`config.mk`:
```
export PLATFORM = sky130hd
export DESIGN_NAME = mb8_arbiter_flat
export DESIGN_NICKNAME = d
export VERILOG_FILES = /design/src/rtl/mb8_arbiter_if.sv /design/src/rtl/mb8_arbiter.sv /design/src/flat_wrapper.sv
export SDC_FILE = /design/constraint.sdc
export NUM_CORES = 1
export LEC_CHECK = 0
export ABC_AREA = 1
export BUFFER_PORTS_ARGS = -buffer_cell sky130_fd_sc_hd__clkbuf_2
export CELL_PAD_IN_SITES_DETAIL_PLACEMENT = 0
export CELL_PAD_IN_SITES_GLOBAL_PLACEMENT = 1
export CORE_ASPECT_RATIO = 0.9
export CORE_MARGIN = 2
export CORE_UTILIZATION = 24
export CTS_CLUSTER_SIZE = 28
export DETAILED_ROUTE_END_ITERATION = 10
export MAX_ROUTING_LAYER = met4
export PLACE_DENSITY_LB_ADDON = 0.3
export SKIP_LAST_GASP = 1
export SYNTH_ARGS = -nofsm -noshare
export SYNTH_HDL_FRONTEND = slang
export SYNTH_SLANG_ARGS = --single-unit
```
`constraint.sdc`:
```
create_clock -name clk -period 6 [get_ports clk]
set_input_delay 0.6 -clock clk [delete_from_list [all_inputs] [get_ports clk]]
set_output_delay 0.6 -clock clk [all_outputs]
set_load 0.1 [all_outputs]
```
`src/rtl/mb8_arbiter_if.sv`:
```
// Bus interfaces around the mb8 memory-port arbiter.
//   mb8_req_if : requester side. Carries per-requester req/we/lock, the
//                packed addresses (ai) and write data (vi). It returns the
//                gnt vector, the rvld strobe vector and the shared rdata.
//                master = requesters, slave = arbiter.
//   mb8_mem_if : single byte-wide memory port. The arbiter drives
//                mem_we/mem_ai/mem_vi and the memory returns mem_vo one
//                cycle later.
//                master = arbiter, slave = memory.

interface mb8_req_if #(
    parameter int unsigned NREQ = 3,
    parameter int unsigned ASZ  = 17,
    parameter int unsigned DSZ  = 8
);
    logic [NREQ-1:0]     req;
    logic [NREQ-1:0]     we;
    logic [NREQ-1:0]     lock;
    logic [NREQ*ASZ-1:0] ai;
    logic [NREQ*DSZ-1:0] vi;
    logic [NREQ-1:0]     gnt;
    logic [NREQ-1:0]     rvld;
    logic [DSZ-1:0]      rdata;

    modport master (output req, we, lock, ai, vi, input gnt, rvld, rdata);
    modport slave  (input req, we, lock, ai, vi, output gnt, rvld, rdata);
endinterface

interface mb8_mem_if #(
    parameter int unsigned ASZ = 17,
    parameter int unsigned DSZ = 8
);
    logic           mem_we;
    logic [ASZ-1:0] mem_ai;
    logic [DSZ-1:0] mem_vi;
    logic [DSZ-1:0] mem_vo;

    modport master (output mem_we, mem_ai, mem_vi, input mem_vo);
    modport slave  (input mem_we, mem_ai, mem_vi, output mem_vo);
endinterface

```
`src/rtl/mb8_arbiter.sv`:
```
// Round-robin arbiter that shares one byte-wide memory port among NREQ
// requesters. It supports per-requester lock bursts of up to MAXBURST grants.
//   clk, rst_n : clock, synchronous active-low reset
//   req_bus    : requester side (req/we/lock/ai/vi in; gnt/rvld/rdata out)
//                gnt is combinational. rvld is registered one cycle after a
//                granted read.
//   mem_bus    : memory master port (mem_we/mem_ai/mem_vi out, mem_vo in).
//                All memory-side outputs are combinational from the winner.

module mb8_arbiter #(
    parameter int unsigned NREQ     = 3,
    parameter int unsigned ASZ      = 17,
    parameter int unsigned DSZ      = 8,
    parameter int unsigned MAXBURST = 4
) (
    input  logic        clk,
    input  logic        rst_n,
    mb8_req_if.slave    req_bus,
    mb8_mem_if.master   mem_bus
);
    localparam int unsigned PW = (NREQ > 1) ? $clog2(NREQ) : 1;
    localparam int unsigned BW = $clog2(MAXBURST) + 1;

    typedef enum logic {FREE = 1'b0, OWNED = 1'b1} state_e;

    state_e          state_q, state_d;
    logic [PW-1:0]   ptr_q, ptr_d;
    logic [PW-1:0]   owner_q, owner_d;
    logic [BW-1:0]   bcnt_q, bcnt_d;
    logic [NREQ-1:0] rvld_q, rvld_d;

    logic [NREQ-1:0] gnt;
    logic [NREQ-1:0] req_m;
    logic [NREQ-1:0] owner_oh;
    logic            owner_keep;
    logic            found;
    logic            new_burst;
    logic [PW-1:0]   win;
    logic [PW-1:0]   cidx;
    int unsigned     cand;

    // State register
    always_ff @(posedge clk) begin
        if (!rst_n) begin
            state_q <= FREE;
            ptr_q   <= '0;
            owner_q <= '0;
            bcnt_q  <= '0;
            rvld_q  <= '0;
        end else begin
            state_q <= state_d;
            ptr_q   <= ptr_d;
            owner_q <= owner_d;
            bcnt_q  <= bcnt_d;
            rvld_q  <= rvld_d;
        end
    end

    // Winner selection, burst bookkeeping and memory port mux
    always_comb begin
        state_d   = state_q;
        ptr_d     = ptr_q;
        owner_d   = owner_q;
        bcnt_d    = bcnt_q;
        gnt       = '0;
        found     = 1'b0;
        new_burst = 1'b0;
        win       = '0;
        cand      = 0;
        cidx      = '0;

        mem_bus.mem_we = 1'b0;
        mem_bus.mem_ai = '0;
        mem_bus.mem_vi = '0;

        owner_oh   = NREQ'(1) << owner_q;
        owner_keep = (state_q == OWNED) && req_bus.req[owner_q] &&
                     (bcnt_q < BW'(MAXBURST));

        // An owner that is not kept (burst exhausted or idle) is masked from this scan
        req_m = req_bus.req;
        if (state_q == OWNED && !owner_keep) begin
            req_m = req_bus.req & ~owner_oh;
        end

        if (owner_keep) begin
            found = 1'b1;
            win   = owner_q;
        end else begin
            for (int unsigned k = 0; k < NREQ; k++) begin
                cand = (32'(ptr_q) + k) % NREQ;
                cidx = PW'(cand);
                if (!found && req_m[cidx]) begin
                    found = 1'b1;
                    win   = cidx;
                end
            end
            // Exhausted owner with nobody else waiting: grant it again as a fresh burst
            if (!found && state_q == OWNED && req_bus.req[owner_q]) begin
                found     = 1'b1;
                win       = owner_q;
                new_burst = 1'b1;
            end
        end

        if (found) begin
            gnt[win] = 1'b1;
            ptr_d    = (win == PW'(NREQ - 1)) ? '0 : win + PW'(1);
            if (req_bus.lock[win]) begin
                if (state_q == OWNED && win == owner_q && !new_burst) begin
                    bcnt_d = bcnt_q + BW'(1);
                end else begin
                    owner_d = win;
                    bcnt_d  = BW'(1);
                end
                state_d = OWNED;
            end else begin
                state_d = FREE;
                bcnt_d  = '0;
            end
        end else begin
            state_d = FREE;
            bcnt_d  = '0;
        end

        for (int unsigned i = 0; i < NREQ; i++) begin
            if (gnt[i]) begin
                mem_bus.mem_we = req_bus.we[i];
                mem_bus.mem_ai = req_bus.ai[i*ASZ +: ASZ];
                mem_bus.mem_vi = req_bus.vi[i*DSZ +: DSZ];
            end
        end

        rvld_d = gnt & ~req_bus.we;
    end

    assign req_bus.gnt   = gnt;
    assign req_bus.rvld  = rvld_q;
    assign req_bus.rdata = mem_bus.mem_vo;

endmodule
```
`src/flat_wrapper.sv`:
```
// flat-port wrapper written by rule: the top's interface ports become plain ports
module mb8_arbiter_flat 
#(
    parameter int unsigned NREQ     = 3,
    parameter int unsigned ASZ      = 17,
    parameter int unsigned DSZ      = 8,
    parameter int unsigned MAXBURST = 4
)
  (clk, rst_n, req_bus_req, req_bus_we, req_bus_lock, req_bus_ai, req_bus_vi, req_bus_gnt, req_bus_rvld, req_bus_rdata, mem_bus_mem_we, mem_bus_mem_ai, mem_bus_mem_vi, mem_bus_mem_vo);
  mb8_req_if #(.NREQ(NREQ), .ASZ(ASZ), .DSZ(DSZ)) req_bus_i ();
  mb8_mem_if #(.ASZ(ASZ), .DSZ(DSZ)) mem_bus_i ();
  input  logic clk;
  input  logic rst_n;
  input wire logic [$bits(req_bus_i.req)-1:0] req_bus_req;
  input wire logic [$bits(req_bus_i.we)-1:0] req_bus_we;
  input wire logic [$bits(req_bus_i.lock)-1:0] req_bus_lock;
  input wire logic [$bits(req_bus_i.ai)-1:0] req_bus_ai;
  input wire logic [$bits(req_bus_i.vi)-1:0] req_bus_vi;
  output wire logic [$bits(req_bus_i.gnt)-1:0] req_bus_gnt;
  output wire logic [$bits(req_bus_i.rvld)-1:0] req_bus_rvld;
  output wire logic [$bits(req_bus_i.rdata)-1:0] req_bus_rdata;
  output wire logic [$bits(mem_bus_i.mem_we)-1:0] mem_bus_mem_we;
  output wire logic [$bits(mem_bus_i.mem_ai)-1:0] mem_bus_mem_ai;
  output wire logic [$bits(mem_bus_i.mem_vi)-1:0] mem_bus_mem_vi;
  input wire logic [$bits(mem_bus_i.mem_vo)-1:0] mem_bus_mem_vo;
  assign req_bus_i.req = req_bus_req;
  assign req_bus_i.we = req_bus_we;
  assign req_bus_i.lock = req_bus_lock;
  assign req_bus_i.ai = req_bus_ai;
  assign req_bus_i.vi = req_bus_vi;
  assign req_bus_gnt = req_bus_i.gnt;
  assign req_bus_rvld = req_bus_i.rvld;
  assign req_bus_rdata = req_bus_i.rdata;
  assign mem_bus_mem_we = mem_bus_i.mem_we;
  assign mem_bus_mem_ai = mem_bus_i.mem_ai;
  assign mem_bus_mem_vi = mem_bus_i.mem_vi;
  assign mem_bus_i.mem_vo = mem_bus_mem_vo;
  mb8_arbiter #(.NREQ(NREQ), .ASZ(ASZ), .DSZ(DSZ), .MAXBURST(MAXBURST)) u_core (.clk(clk), .rst_n(rst_n), .req_bus(req_bus_i), .mem_bus(mem_bus_i));
endmodule
```
==> metrics.log, run 1 <==
[metrics] worst-margin pin slew: 0.7481 ns
[metrics] cells resized by post-CTS repair: 0
[metrics] overall fraction of global-route tracks in use: 16.12%
[metrics] register bit total from synthesis: 11
[metrics] critical path startpoint category: flip-flop
[metrics] CP most frequent cell: sky130_fd_sc_hd__nand3_2
[metrics] area of the placeable core: 0.005693 sq mm
[metrics] gate family responsible for the most delay along the worst path: simple AND/OR/NAND/NOR gates
[metrics] count of fill cells added during filler insertion: 640
[metrics] CTS tree: built
[metrics] Hold Path Stages: 1
[metrics] synthesized area: 0.001419 sq mm
[metrics] critical path arrival: 3.20 ns
[metrics] number of nets at the end of the flow: 434
[metrics] total number of clock tree sinks: 11
[metrics] detailed-route wire length: 5167 um
[metrics] max-cap viol count: 0
[metrics] kind of critical path: reg -> out
[metrics] upper clock frequency limit: 263.3 MHz
[metrics] Cells after Synth: between 200 and 250
[metrics] leading post-synthesis cells by cell area: sky130_fd_sc_hd__nand2_1 22%, sky130_fd_sc_hd__dfxtp_1 16%, sky130_fd_sc_hd__a22oi_1 14%, sky130_fd_sc_hd__inv_1 5.6%, sky130_fd_sc_hd__nand3_2 4.9%
[metrics] setup bufs post-CTS: 0
[metrics] most frequent cells in the layout: 117 x sky130_fd_sc_hd__clkbuf_2, 82 x sky130_fd_sc_hd__nand2_1, 26 x sky130_fd_sc_hd__a22oi_1, 21 x sky130_fd_sc_hd__inv_1, 13 x sky130_fd_sc_hd__nand3_1
[metrics] Total Die Area: ~0.0065 sq mm
[metrics] largest net degree at the start of global routing: 29
[metrics] insertion delay to the later sink of the worst-skew pair: 0.24 ns
[metrics] HPWL Detailed: 4331 um
[metrics] FP Rows: 26
[metrics] DRT Pass-1 Iters: 5
[metrics] buffer and inverter count on the worst path: 3
[metrics] Cell Chain, Critical Path: inv_1 > nand3_1 > nand3_2 > nand3_4 > nand3_2 > nand3_2 > nand3_2 > nand2_2 > inv_2 > nand4_1 > nand3_1 > o21ai_4 > a22oi_1 > nand2_1 > clkbuf_2
[metrics] cell accounting for the most synthesized area: sky130_fd_sc_hd__nand2_1
[metrics] global route overflow: 0
[metrics] width of the die: 85.05 um
[metrics] y dimension of the die: 76.95 um
[metrics] CP Capture Type: output pin
[metrics] summed negative setup slack over all endpoints: 0 ns
[metrics] path depth of the worst reg2reg path: 18
[metrics] number of library cell types mapped by synthesis: 29
[metrics] number of remaining DRC errors: 0
[metrics] final critical path time including I/O delays and setup: 3.798 ns
[metrics] remaining max-slew budget at the tightest pin: 49.94%
[metrics] top cell type's share of synthesized area: 21.69%
[metrics] final setup violation count: 0
[metrics] beginning of the worst hold path: u_core.bcnt_q[0]$_SDFF_PN0_
[metrics] Setup Skew: ~0.0048 ns
[metrics] Max stage delay cell, worst path: sky130_fd_sc_hd__o21ai_4
[metrics] syn nets: 326
[metrics] Pins Over Slew Limit: 0
[metrics] commonest non-fill, non-tap cell in the layout: sky130_fd_sc_hd__clkbuf_2
[metrics] CTS Buf Count: 3
[metrics] Area growth syn-to-layout: 43.65%
[metrics] first-pass GRT wire length: 8418 um
[metrics] master cell of the clock root buffer: sky130_fd_sc_hd__clkbuf_8
[metrics] RSZ-0062 raised after global routing: no
[metrics] average footprint of a synthesized cell: 6.196 sq um
[metrics] number of hold buffers added after cts: 0
[metrics] drt initial violations: 56
[metrics] portion of the post-synthesis area used by sequential elements: 15.52%
[metrics] destination of the worst register-to-register timing path: u_core.bcnt_q[0]$_SDFF_PN0_
[metrics] post-route ant nets: 0
[metrics] worst setup slack for register-to-register paths: around 3.2 ns
[metrics] number of I/O pins: 134
[metrics] highest fanout seen on the critical path: 28
[metrics] share of cells above drive strength 1: 44.05%
[metrics] Endpoint, Worst Hold: u_core.bcnt_q[0]$_SDFF_PN0_
[metrics] quantity of I/O buffers inserted on ports: 117
[metrics] Tcrit/Tclk final: 63.29%
[metrics] final weighted congestion in routability-driven placement: ~0.83
[metrics] CP required: 5.40 ns
[metrics] largest incremental delay on the critical path: 0.62 ns
[metrics] Yosys warning total: 0
[metrics] result of the run: complete, no violations
[metrics] antenna diode count: 0
[metrics] initial core utilization: 24.92%
[metrics] Vias: 1827
[metrics] reg-to-reg startpoint: u_core.owner_q[1]$_SDFFE_PN0P_
[metrics] Hold Path Class: reg -> reg
[metrics] H-Tree Depth: 1
[metrics] wire length per cell after detailed routing: ~13 um
[metrics] clock-pin slew of the registers on the worst-case setup and hold paths: roughly 0.050 ns
[metrics] Clock Path Buffers: 2
[metrics] count of endpoints failing hold in the final timing report: 0
[metrics] via count normalized by instance count: ~4.5
[metrics] number of antenna violations at the first check in global routing: 0
[metrics] number of global-route vias before repair: 1764
-- how the worst max path moves through the flow --
stage	start	endpoint	cells after the start
after floorplan	req_bus_req[1]	mem_bus_mem_ai[14]	14
after global placement	req_bus_req[2]	mem_bus_mem_ai[10]	18
after detailed placement	req_bus_req[2]	mem_bus_mem_we	18
after CTS	u_core.owner_q[1]$_SDFFE_PN0P_	mem_bus_mem_we	18
after global routing	u_core.owner_q[1]$_SDFFE_PN0P_	mem_bus_mem_ai[4]	17
final	u_core.owner_q[1]$_SDFFE_PN0P_	mem_bus_mem_we	15
-- synth_stat cells --
cell	instances
sky130_fd_sc_hd__clkbuf_1	2
sky130_fd_sc_hd__inv_2	6
sky130_fd_sc_hd__nand4_1	6
sky130_fd_sc_hd__o21ai_4	1
sky130_fd_sc_hd__nand3_1	13
sky130_fd_sc_hd__dfxtp_1	11
sky130_fd_sc_hd__xnor2_1	1
sky130_fd_sc_hd__buf_2	2
sky130_fd_sc_hd__nor3_1	5
sky130_fd_sc_hd__buf_4	8
sky130_fd_sc_hd__buf_6	2
sky130_fd_sc_hd__a21oi_1	5
sky130_fd_sc_hd__inv_4	1
sky130_fd_sc_hd__nand2_1	82
sky130_fd_sc_hd__inv_1	21
sky130_fd_sc_hd__and2_1	1
sky130_fd_sc_hd__ha_1	3
sky130_fd_sc_hd__nor2_4	3
sky130_fd_sc_hd__nor2_2	3
sky130_fd_sc_hd__nand3_2	7
sky130_fd_sc_hd__a31oi_1	2
sky130_fd_sc_hd__nand4_4	1
sky130_fd_sc_hd__nand2_4	3
sky130_fd_sc_hd__o21a_1	1
sky130_fd_sc_hd__o211ai_1	1
sky130_fd_sc_hd__a22oi_1	26
sky130_fd_sc_hd__nand3_4	1
sky130_fd_sc_hd__nand2_2	1
sky130_fd_sc_hd__nor2_1	10
-- state kept, by name (all words and copies together) (netlist names) --
signal	cells
u_core.bcnt_q	3
u_core.owner_q	2
u_core.ptr_q	2
u_core.req_bus.rvld	3
u_core.state_q	1
-- cells by family (layout without fill, tap and decap cells) --
group	Yosys count	count (layout)	synth area share (%)
fa+ha+maj	3	3	2.646
xor+xnor	1	1	0.6174
flops	11	11	15.52
compound gates	36	36	18.61
simple gates	136	136	47.97
buf+inv	42	149	14.64
-- layout make-up --
cell class	instances	area, sq um	share of cell area (%)
Clock inverter	1	5.005	0.2455
Timing Repair Buffer	117	585.6	28.73
Tap cell	70	87.58	4.297
Clock buffer	3	41.29	2.026
Multi-Input combinational cell	176	991.0	48.62
Inverter	28	107.6	5.279
Sequential cell	11	220.2	10.80
-- through the flow --
| step | setup WS, ns | instance area (sq um) | util (%) | hold slack [ns] | cells |
|---|---|---|---|---|---|
| 2_1_floorplan | 2.314 | 1419 | - | 0.4110 | 229 |
| 3_3_place_gp | 2.267 | 1992 | 34.99 | 0.4288 | 402 |
| 3_5_place_dp | 2.275 | 1992 | 34.99 | 0.4358 | 402 |
| 4_1_cts | 2.166 | 2038 | 35.80 | 0.4440 | 406 |
| 5_1_grt | 1.861 | 2038 | 35.80 | 0.4761 | 406 |
| 6_report | 2.202 | 2038 | 35.80 | 0.4392 | 406 |
-- routing by layer --
| layer | track usage [%] | wire length (um) | up-vias |
|---|---|---|---|
| met3 | 3.229 | 221 | 6 |
| met1 | 19.52 | 2258 | 808 |
| li1 | - | - | 970 |
| met2 | 27.50 | 2619 | 43 |
| met4 | 3.651 | 67 | 0 |
| met5 | - | 0 | - |
Power of run 1 is left out: the tool's default activity adds up to more than one toggle a clock period on the data nets, which glitch-free logic cannot reach.
==> run 2: changes to the inputs <==
--- a/config.mk
+++ b/config.mk
@@ -11,7 +11,7 @@
 export CELL_PAD_IN_SITES_GLOBAL_PLACEMENT = 1
 export CORE_ASPECT_RATIO = 0.9
 export CORE_MARGIN = 2
-export CORE_UTILIZATION = 24
+export CORE_UTILIZATION = 23
 export CTS_CLUSTER_SIZE = 28
 export DETAILED_ROUTE_END_ITERATION = 10
 export MAX_ROUTING_LAYER = met4
==> constraint.sdc (replaced) <==
create_clock -name clk -period 3.66 [get_ports clk]
set_input_delay 0.366 -clock clk [delete_from_list [all_inputs] [get_ports clk]]
set_output_delay 0.366 -clock clk [all_outputs]
set_load 0.1 [all_outputs]
==> run 2 against run 1 <==
- global-route usage shrank 1.7 points
- die area grew 4.1%
- non-clock buffer count is the same
- clock-buffer cell count is the same
- critical path depth grew 3
- core utilization shrank 0.77 points
- register-to-register slack lost 2.3 ns
- via count grew 1.4%
- hold slack lost 0.13 ns
==> metrics.log, run 2 (synthesis gave the netlist of run 1 again) <==
[metrics] worst-margin pin slew: 0.7677 ns (+0.01960 ns)
[metrics] RSZ-0062 raised after global routing: yes
[metrics] clock-pin slew of the registers on the worst-case setup and hold paths: 0.06 ns (about the same)
[metrics] area of the placeable core: 0.006047 sq mm (+6.2%)
[metrics] initial core utilization: 23.46% (-1.5 points)
[metrics] master cell of the clock root buffer: sky130_fd_sc_hd__clkbuf_8
[metrics] DRT Pass-1 Iters: 4 (-1)
[metrics] antenna diode count: 0 (unchanged)
[metrics] number of antenna violations at the first check in global routing: 0 (unchanged)
[metrics] most frequent cells in the layout: 91 x sky130_fd_sc_hd__clkbuf_2, 82 x sky130_fd_sc_hd__nand2_1, 26 x sky130_fd_sc_hd__a22oi_1, 21 x sky130_fd_sc_hd__inv_1, 21 x sky130_fd_sc_hd__buf_4
[metrics] upper clock frequency limit: 294.6 MHz
[metrics] total number of clock tree sinks: 11 (unchanged)
[metrics] final critical path time including I/O delays and setup: 3.394 ns
[metrics] post-route ant nets: 0 (unchanged)
[metrics] final weighted congestion in routability-driven placement: 0.8293 (+0.33%)
[metrics] Total Die Area: 0.006814 sq mm (+4.1%)
[metrics] commonest non-fill, non-tap cell in the layout: sky130_fd_sc_hd__clkbuf_2
[metrics] Met1 Routed Length: 2386 um (+5.7%)
[metrics] width of the die: 86.79 um (+2.0%)
[metrics] number of nets at the end of the flow: 434 (unchanged)
[metrics] max-cap viol count: 0 (unchanged)
[metrics] number of I/O pins: 134 (unchanged)
[metrics] met3 layer wire length in the routed design: 219 um (-0.90%)
[metrics] y dimension of the die: 78.51 um (+2.0%)
[metrics] final setup violation count: 0 (unchanged)
[metrics] met2 wirelength from detailed routing: 2552 um (-2.6%)
[metrics] highest fanout seen on the critical path: 27 (-3.6%)
[metrics] global route overflow: 0 (unchanged)
[metrics] H-Tree Depth: 1 (unchanged)
[metrics] reg-to-reg startpoint: u_core.owner_q[1]$_SDFFE_PN0P_
[metrics] largest net degree at the start of global routing: 29 (unchanged)
[metrics] overall fraction of global-route tracks in use: 14.47% (-1.7 points)
[metrics] Vias: 1852 (+1.4%)
[metrics] drt initial violations: 68 (+21%)
[metrics] Area growth syn-to-layout: 49.29%
[metrics] top routing layer used: met4
[metrics] critical path startpoint category: flip-flop
[metrics] beginning of the worst hold path: req_bus_we[2]
[metrics] Tcrit/Tclk final: 92.74%
[metrics] setup bufs post-CTS: 0 (unchanged)
[metrics] kind of critical path: reg -> out
[metrics] insertion delay to the later sink of the worst-skew pair: 0.24 ns (about the same)
[metrics] number of remaining DRC errors: 0 (unchanged)
[metrics] number of global-route vias before repair: 1690 (-4.2%)
[metrics] via count normalized by instance count: 4.539 (+0.87%)
[metrics] Pins Over Slew Limit: 0 (unchanged)
[metrics] CTS Buf Count: 3 (unchanged)
[metrics] Clock Path Buffers: 2 (unchanged)
[metrics] Hold Path Class: in -> reg
[metrics] summed negative setup slack over all endpoints: 0 ns (unchanged)
[metrics] first element of the critical path: u_core.owner_q[1]$_SDFFE_PN0P_
[metrics] detailed-route wire length: 5214 um (+0.91%)
[metrics] wire length per cell after detailed routing: 12.78 um (+0.41%)
[metrics] critical path arrival: 3.03 ns (-0.17 ns)
[metrics] count of endpoints failing hold in the final timing report: 0 (unchanged)
[metrics] remaining max-slew budget at the tightest pin: 48.63% (-1.3 points)
[metrics] FP Rows: 27 (+3.8%)
[metrics] first-pass GRT wire length: 7907 um (-6.1%)
[metrics] CP required: 3.29 ns (-2.11 ns)
[metrics] HPWL Detailed: 4289 um (-0.96%)
[metrics] CP Capture Type: output pin
[metrics] Setup Skew: 0.009761 ns (+0.005005 ns)
[metrics] CTS tree: built
[metrics] quantity of I/O buffers inserted on ports: 117 (unchanged)
[metrics] result of the run: complete, no violations
[metrics] count of fill cells added during filler insertion: 686 (+7.2%)
[metrics] share of cells above drive strength 1: 44.05% (unchanged)
-- run 2: final timing paths --
kind | end | slack (ns) | cells after the start
setup / recovery | mem_bus_mem_ai[14] | 0.27 | 18
hold / removal | u_core.req_bus.rvld[2]$_SDFF_PN0_ | 0.31 | 2
setup reg to reg | u_core.bcnt_q[0]$_SDFF_PN0_ | 0.84 | 18
hold reg to reg | u_core.bcnt_q[0]$_SDFF_PN0_ | 0.44 | 1
-- run 2: critical path, cell delays in order, from the launching register on --
cell	delay [ns]
sky130_fd_sc_hd__dfxtp_1	0.37
sky130_fd_sc_hd__nor2_1	0.19
sky130_fd_sc_hd__nand2_1	0.10
sky130_fd_sc_hd__nand3_2	0.10
sky130_fd_sc_hd__nand3_4	0.10
sky130_fd_sc_hd__nand3_2	0.11
sky130_fd_sc_hd__nand3_1	0.07
sky130_fd_sc_hd__nand2_1	0.10
sky130_fd_sc_hd__nand2_4	0.10
sky130_fd_sc_hd__nand4_1	0.09
sky130_fd_sc_hd__nand2_1	0.08
sky130_fd_sc_hd__nor2_2	0.20
sky130_fd_sc_hd__nor2_1	0.11
sky130_fd_sc_hd__nor2_4	0.16
sky130_fd_sc_hd__nand3_2	0.18
sky130_fd_sc_hd__inv_8	0.21
sky130_fd_sc_hd__a22oi_1	0.09
sky130_fd_sc_hd__nand2_1	0.10
sky130_fd_sc_hd__clkbuf_4	0.32
-- run 2: layer usage --
metal,vias to the layer above,global-route usage (%)
li1,970,-
met1,822,19.47
met2,50,23.05
met3,10,2.419
met4,0,2.344
met5,-,-
-- run 2: what timing repair did --
item	in CTS	in global routing
hold buffers	0	0
gates resized for setup	0	79
endpoints found under the setup margin	0	27
-- run 2: stage by stage --
stage	hold slack, ns	cell area [sq um]	util [%]	setup slack [ns]	cells
6_report	0.3063	2118	35.03	0.2657	408
5_1_grt	0.3162	2118	35.03	-0.01341	408
4_1_cts	0.3100	2041	33.75	0.09080	408
3_5_place_dp	0.4344	1994	32.98	0.3684	404
3_3_place_gp	0.4311	1994	32.98	0.3417	404
2_1_floorplan	0.4110	1419	-	0.3357	229
-- run 2: area by class of cell --
| cell class | instances | area, sq um | share of cell area [%] |
|---|---|---|---|
| Tap cell | 72 | 90.09 | 4.253 |
| Sequential cell | 11 | 220.2 | 10.40 |
| Clock inverter | 1 | 5.005 | 0.2363 |
| Timing Repair Buffer | 117 | 658.1 | 31.07 |
| Clock buffer | 3 | 41.29 | 1.949 |
| Inverter | 28 | 112.6 | 5.316 |
| Multi-Input combinational cell | 176 | 991.0 | 46.78 |
Power of run 2 is left out for the same reason.
==> run 3: changes to the inputs <==
--- a/config.mk
+++ b/config.mk
@@ -9,7 +9,7 @@
 export BUFFER_PORTS_ARGS = -buffer_cell sky130_fd_sc_hd__clkbuf_2
 export CELL_PAD_IN_SITES_DETAIL_PLACEMENT = 0
 export CELL_PAD_IN_SITES_GLOBAL_PLACEMENT = 1
-export CORE_ASPECT_RATIO = 0.9
+export CORE_ASPECT_RATIO = 2
 export CORE_MARGIN = 2
 export CORE_UTILIZATION = 23
 export CTS_CLUSTER_SIZE = 28
==> run 3 against run 2 <==
- clock-buffer cell count rose by 1
- global-route usage rose by 1.7 points
- largest cell class unchanged
- hold slack improved by 0.0014 ns
- critical endpoint is now req_bus_gnt[0]
- worst setup slack improved by 0.039 ns
- first-iteration DRC count fell by 2.9%
- critical path depth fell by 4
- non-clock buffer count rose by 1
- sequential share of layout area fell by 0.12 points
==> metrics.log, run 3 (synthesis gave the netlist of run 1 again) <==
[metrics] first-pass GRT wire length: 8355 um (+5.7%)
[metrics] Max stage delay cell, worst path: sky130_fd_sc_hd__clkbuf_2
[metrics] quantity of I/O buffers inserted on ports: 117 (unchanged)
[metrics] upper clock frequency limit: 298.0 MHz (+1.2%)
[metrics] clock-pin slew of the registers on the worst-case setup and hold paths: 0.04 ns (-0.02 ns)
[metrics] standard cell area after detailed placement: 0.002016 sq mm (+1.1%)
[metrics] RSZ-0062 raised after global routing: no
[metrics] y dimension of the die: 115.1 um (+47%)
[metrics] global route overflow: 0 (unchanged)
[metrics] worst-margin pin slew: 0.5716 ns (-0.1961 ns)
[metrics] Pins Over Slew Limit: 0 (unchanged)
[metrics] Total Die Area: 0.006852 sq mm (+0.55%)
[metrics] number of I/O pins: 134 (unchanged)
[metrics] largest net degree at the start of global routing: 29 (unchanged)
[metrics] number of nets at the end of the flow: 435 (+0.23%)
[metrics] number of hold buffers added after cts: 0 (unchanged)
[metrics] DRT Pass-1 Iters: 5 (+1)
[metrics] master cell of the clock root buffer: sky130_fd_sc_hd__clkbuf_16
[metrics] number of antenna violations at the first check in global routing: 0 (unchanged)
[metrics] CP Capture Type: output pin
[metrics] final setup violation count: 0 (unchanged)
[metrics] critical path arrival: 2.99 ns (-0.04 ns)
[metrics] post-route cell area: 0.002142 sq mm (+1.1%)
[metrics] Vias: 1918 (+3.6%)
[metrics] Area growth syn-to-layout: 50.97%
[metrics] via count normalized by instance count: 4.795 (+5.6%)
[metrics] Clock Path Buffers: 2 (unchanged)
[metrics] largest incremental delay on the critical path: 0.50 ns (+0.13 ns)
[metrics] busiest grt layer: met2
[metrics] CTS Buf Count: 3 (unchanged)
[metrics] summed negative setup slack over all endpoints: 0 ns (unchanged)
[metrics] critical path startpoint category: flip-flop
[metrics] setup bufs post-CTS: 0 (unchanged)
[metrics] FP Rows: 40 (+48%)
[metrics] total number of clock tree sinks: 11 (unchanged)
[metrics] CP required: 3.29 ns (about the same)
[metrics] CTS tree: built
[metrics] highest fanout seen on the critical path: 27 (unchanged)
[metrics] Tcrit/Tclk final: 91.68% (-1.1 points)
[metrics] Cell Chain, Critical Path: inv_1 > nor2_1 > a31oi_1 > nand2_1 > nand2_1 > nand2_2 > inv_2 > nand4_1 > nand3_1 > nor2_1 > nor2_4 > nand3_2 > inv_6 > clkbuf_2
[metrics] antenna diode count: 0 (unchanged)
[metrics] Setup Skew: 0.0004636 ns (-0.009298 ns)
[metrics] insertion delay to the later sink of the worst-skew pair: 0.24 ns (about the same)
[metrics] max-cap viol count: 0 (unchanged)
[metrics] kind of critical path: reg -> out
[metrics] commonest non-fill, non-tap cell in the layout: sky130_fd_sc_hd__clkbuf_2
[metrics] result of the run: complete, no violations
[metrics] number of remaining DRC errors: 0 (unchanged)
[metrics] HPWL Detailed: 4660 um (+8.7%)
[metrics] most frequent cells in the layout: 91 x sky130_fd_sc_hd__clkbuf_2, 82 x sky130_fd_sc_hd__nand2_1, 26 x sky130_fd_sc_hd__a22oi_1, 21 x sky130_fd_sc_hd__inv_1, 16 x sky130_fd_sc_hd__clkbuf_4
[metrics] GR Util met3: 0.5624% (-1.9 points)
[metrics] buffer and inverter count on the worst path: 4 (+2)
[metrics] remaining max-slew budget at the tightest pin: 62.05% (+13 points)
[metrics] initial core utilization: 23.63% (+0.16 points)
[metrics] count of endpoints failing hold in the final timing report: 0 (unchanged)
[metrics] area of the placeable core: 0.006006 sq mm (-0.68%)
[metrics] number of global-route vias before repair: 1929 (+14%)
[metrics] overall fraction of global-route tracks in use: 16.12% (+1.7 points)
[metrics] Hold Path Class: in -> reg
[metrics] GR Layer Usage met2: 30.55% (+7.5 points)
[metrics] width of the die: 59.54 um (-31%)
[metrics] drt initial violations: 66 (-2.9%)
[metrics] H-Tree Depth: 1 (unchanged)
[metrics] post-route ant nets: 0 (unchanged)
[metrics] fraction of met1 tracks used by global routing: 16.21% (-3.3 points)
[metrics] detailed-route wire length: 5360 um (+2.8%)
[metrics] share of cells above drive strength 1: 44.21% (+0.17 points)
[metrics] final critical path time including I/O delays and setup: 3.355 ns (-0.03898 ns)
[metrics] wire length per cell after detailed routing: 13.40 um (+4.9%)
[metrics] gate family responsible for the most delay along the worst path: simple AND/OR/NAND/NOR gates
[metrics] final weighted congestion in routability-driven placement: 0.8587 (+3.5%)
## run 3: cell types whose count changed in the layout (fill, tap and decap cells not counted), moves of 2 or more
cell,before,now
sky130_fd_sc_hd__clkbuf_4,3,16
sky130_fd_sc_hd__buf_4,21,11
sky130_fd_sc_hd__clkbuf_16,0,3
sky130_fd_sc_hd__clkbuf_8,3,0
sky130_fd_sc_hd__buf_6,2,0
## run 3: worst paths after layout
path	from	endpoint	slack, ns	depth (start not counted)
setup / recovery	u_core.owner_q[1]$_SDFFE_PN0P_	req_bus_gnt[0]	0.30	14
setup reg to reg	u_core.owner_q[1]$_SDFFE_PN0P_	u_core.owner_q[1]$_SDFFE_PN0P_	0.88	20
hold / removal	req_bus_we[2]	u_core.req_bus.rvld[2]$_SDFF_PN0_	0.31	2
hold reg to reg	u_core.bcnt_q[0]$_SDFF_PN0_	u_core.bcnt_q[0]$_SDFF_PN0_	0.44	1
## run 3: worst register-to-register path: stages (launching register included)
cell and delay, ns:
sky130_fd_sc_hd__dfxtp_1 0.45, sky130_fd_sc_hd__inv_1 0.12, sky130_fd_sc_hd__nand3_1 0.10, sky130_fd_sc_hd__nand3_2 0.11, sky130_fd_sc_hd__nand3_4 0.11, sky130_fd_sc_hd__nand3_2 0.10
sky130_fd_sc_hd__nand3_1 0.12, sky130_fd_sc_hd__nand3_2 0.11, sky130_fd_sc_hd__nand2_4 0.12, sky130_fd_sc_hd__nand2_4 0.07, sky130_fd_sc_hd__nor2_4 0.12, sky130_fd_sc_hd__nor2_2 0.06
sky130_fd_sc_hd__nor2_2 0.15, sky130_fd_sc_hd__nor2_4 0.06, sky130_fd_sc_hd__inv_2 0.35, sky130_fd_sc_hd__nand2_1 0.13, sky130_fd_sc_hd__nand3_2 0.13, sky130_fd_sc_hd__nand3_1 0.11
sky130_fd_sc_hd__nand2_1 0.08, sky130_fd_sc_hd__inv_1 0.04, sky130_fd_sc_hd__nor2_1 0.08
## run 3: what timing repair did
action,CTS,global route
gates resized for setup,0,34
setup endpoints to repair,0,23
hold endpoints to repair,0,0
## run 3: metrics by stage
step	worst slack [ns]	instances	hold WS [ns]	util, %
floorplan	0.3357	229	0.4110	-
global placement	0.3722	396	0.4431	33.56
finish	0.3046	400	0.3077	35.67
detailed placement	0.3851	396	0.4453	33.56
global route	0.007352	400	0.3225	35.67
CTS	0.1234	400	0.3067	34.88
## run 3: layout make-up
class	count	area, sq um
inverters	28	110.1
clock buffers	4	78.83
fillers	675	3864
multi-input cells	176	996.0
repair buffers	118	658.1
flip-flops and latches	11	220.2
well taps	63	78.83
## run 3: layer usage
layer | share of wire [%] | vias up
met5 | 0 | -
met4 | 3.1 | 0
met3 | 4.4 | 12
met2 | 60 | 85
met1 | 33 | 848
li1 | - | 973
Power of run 3 is left out for the same reason.
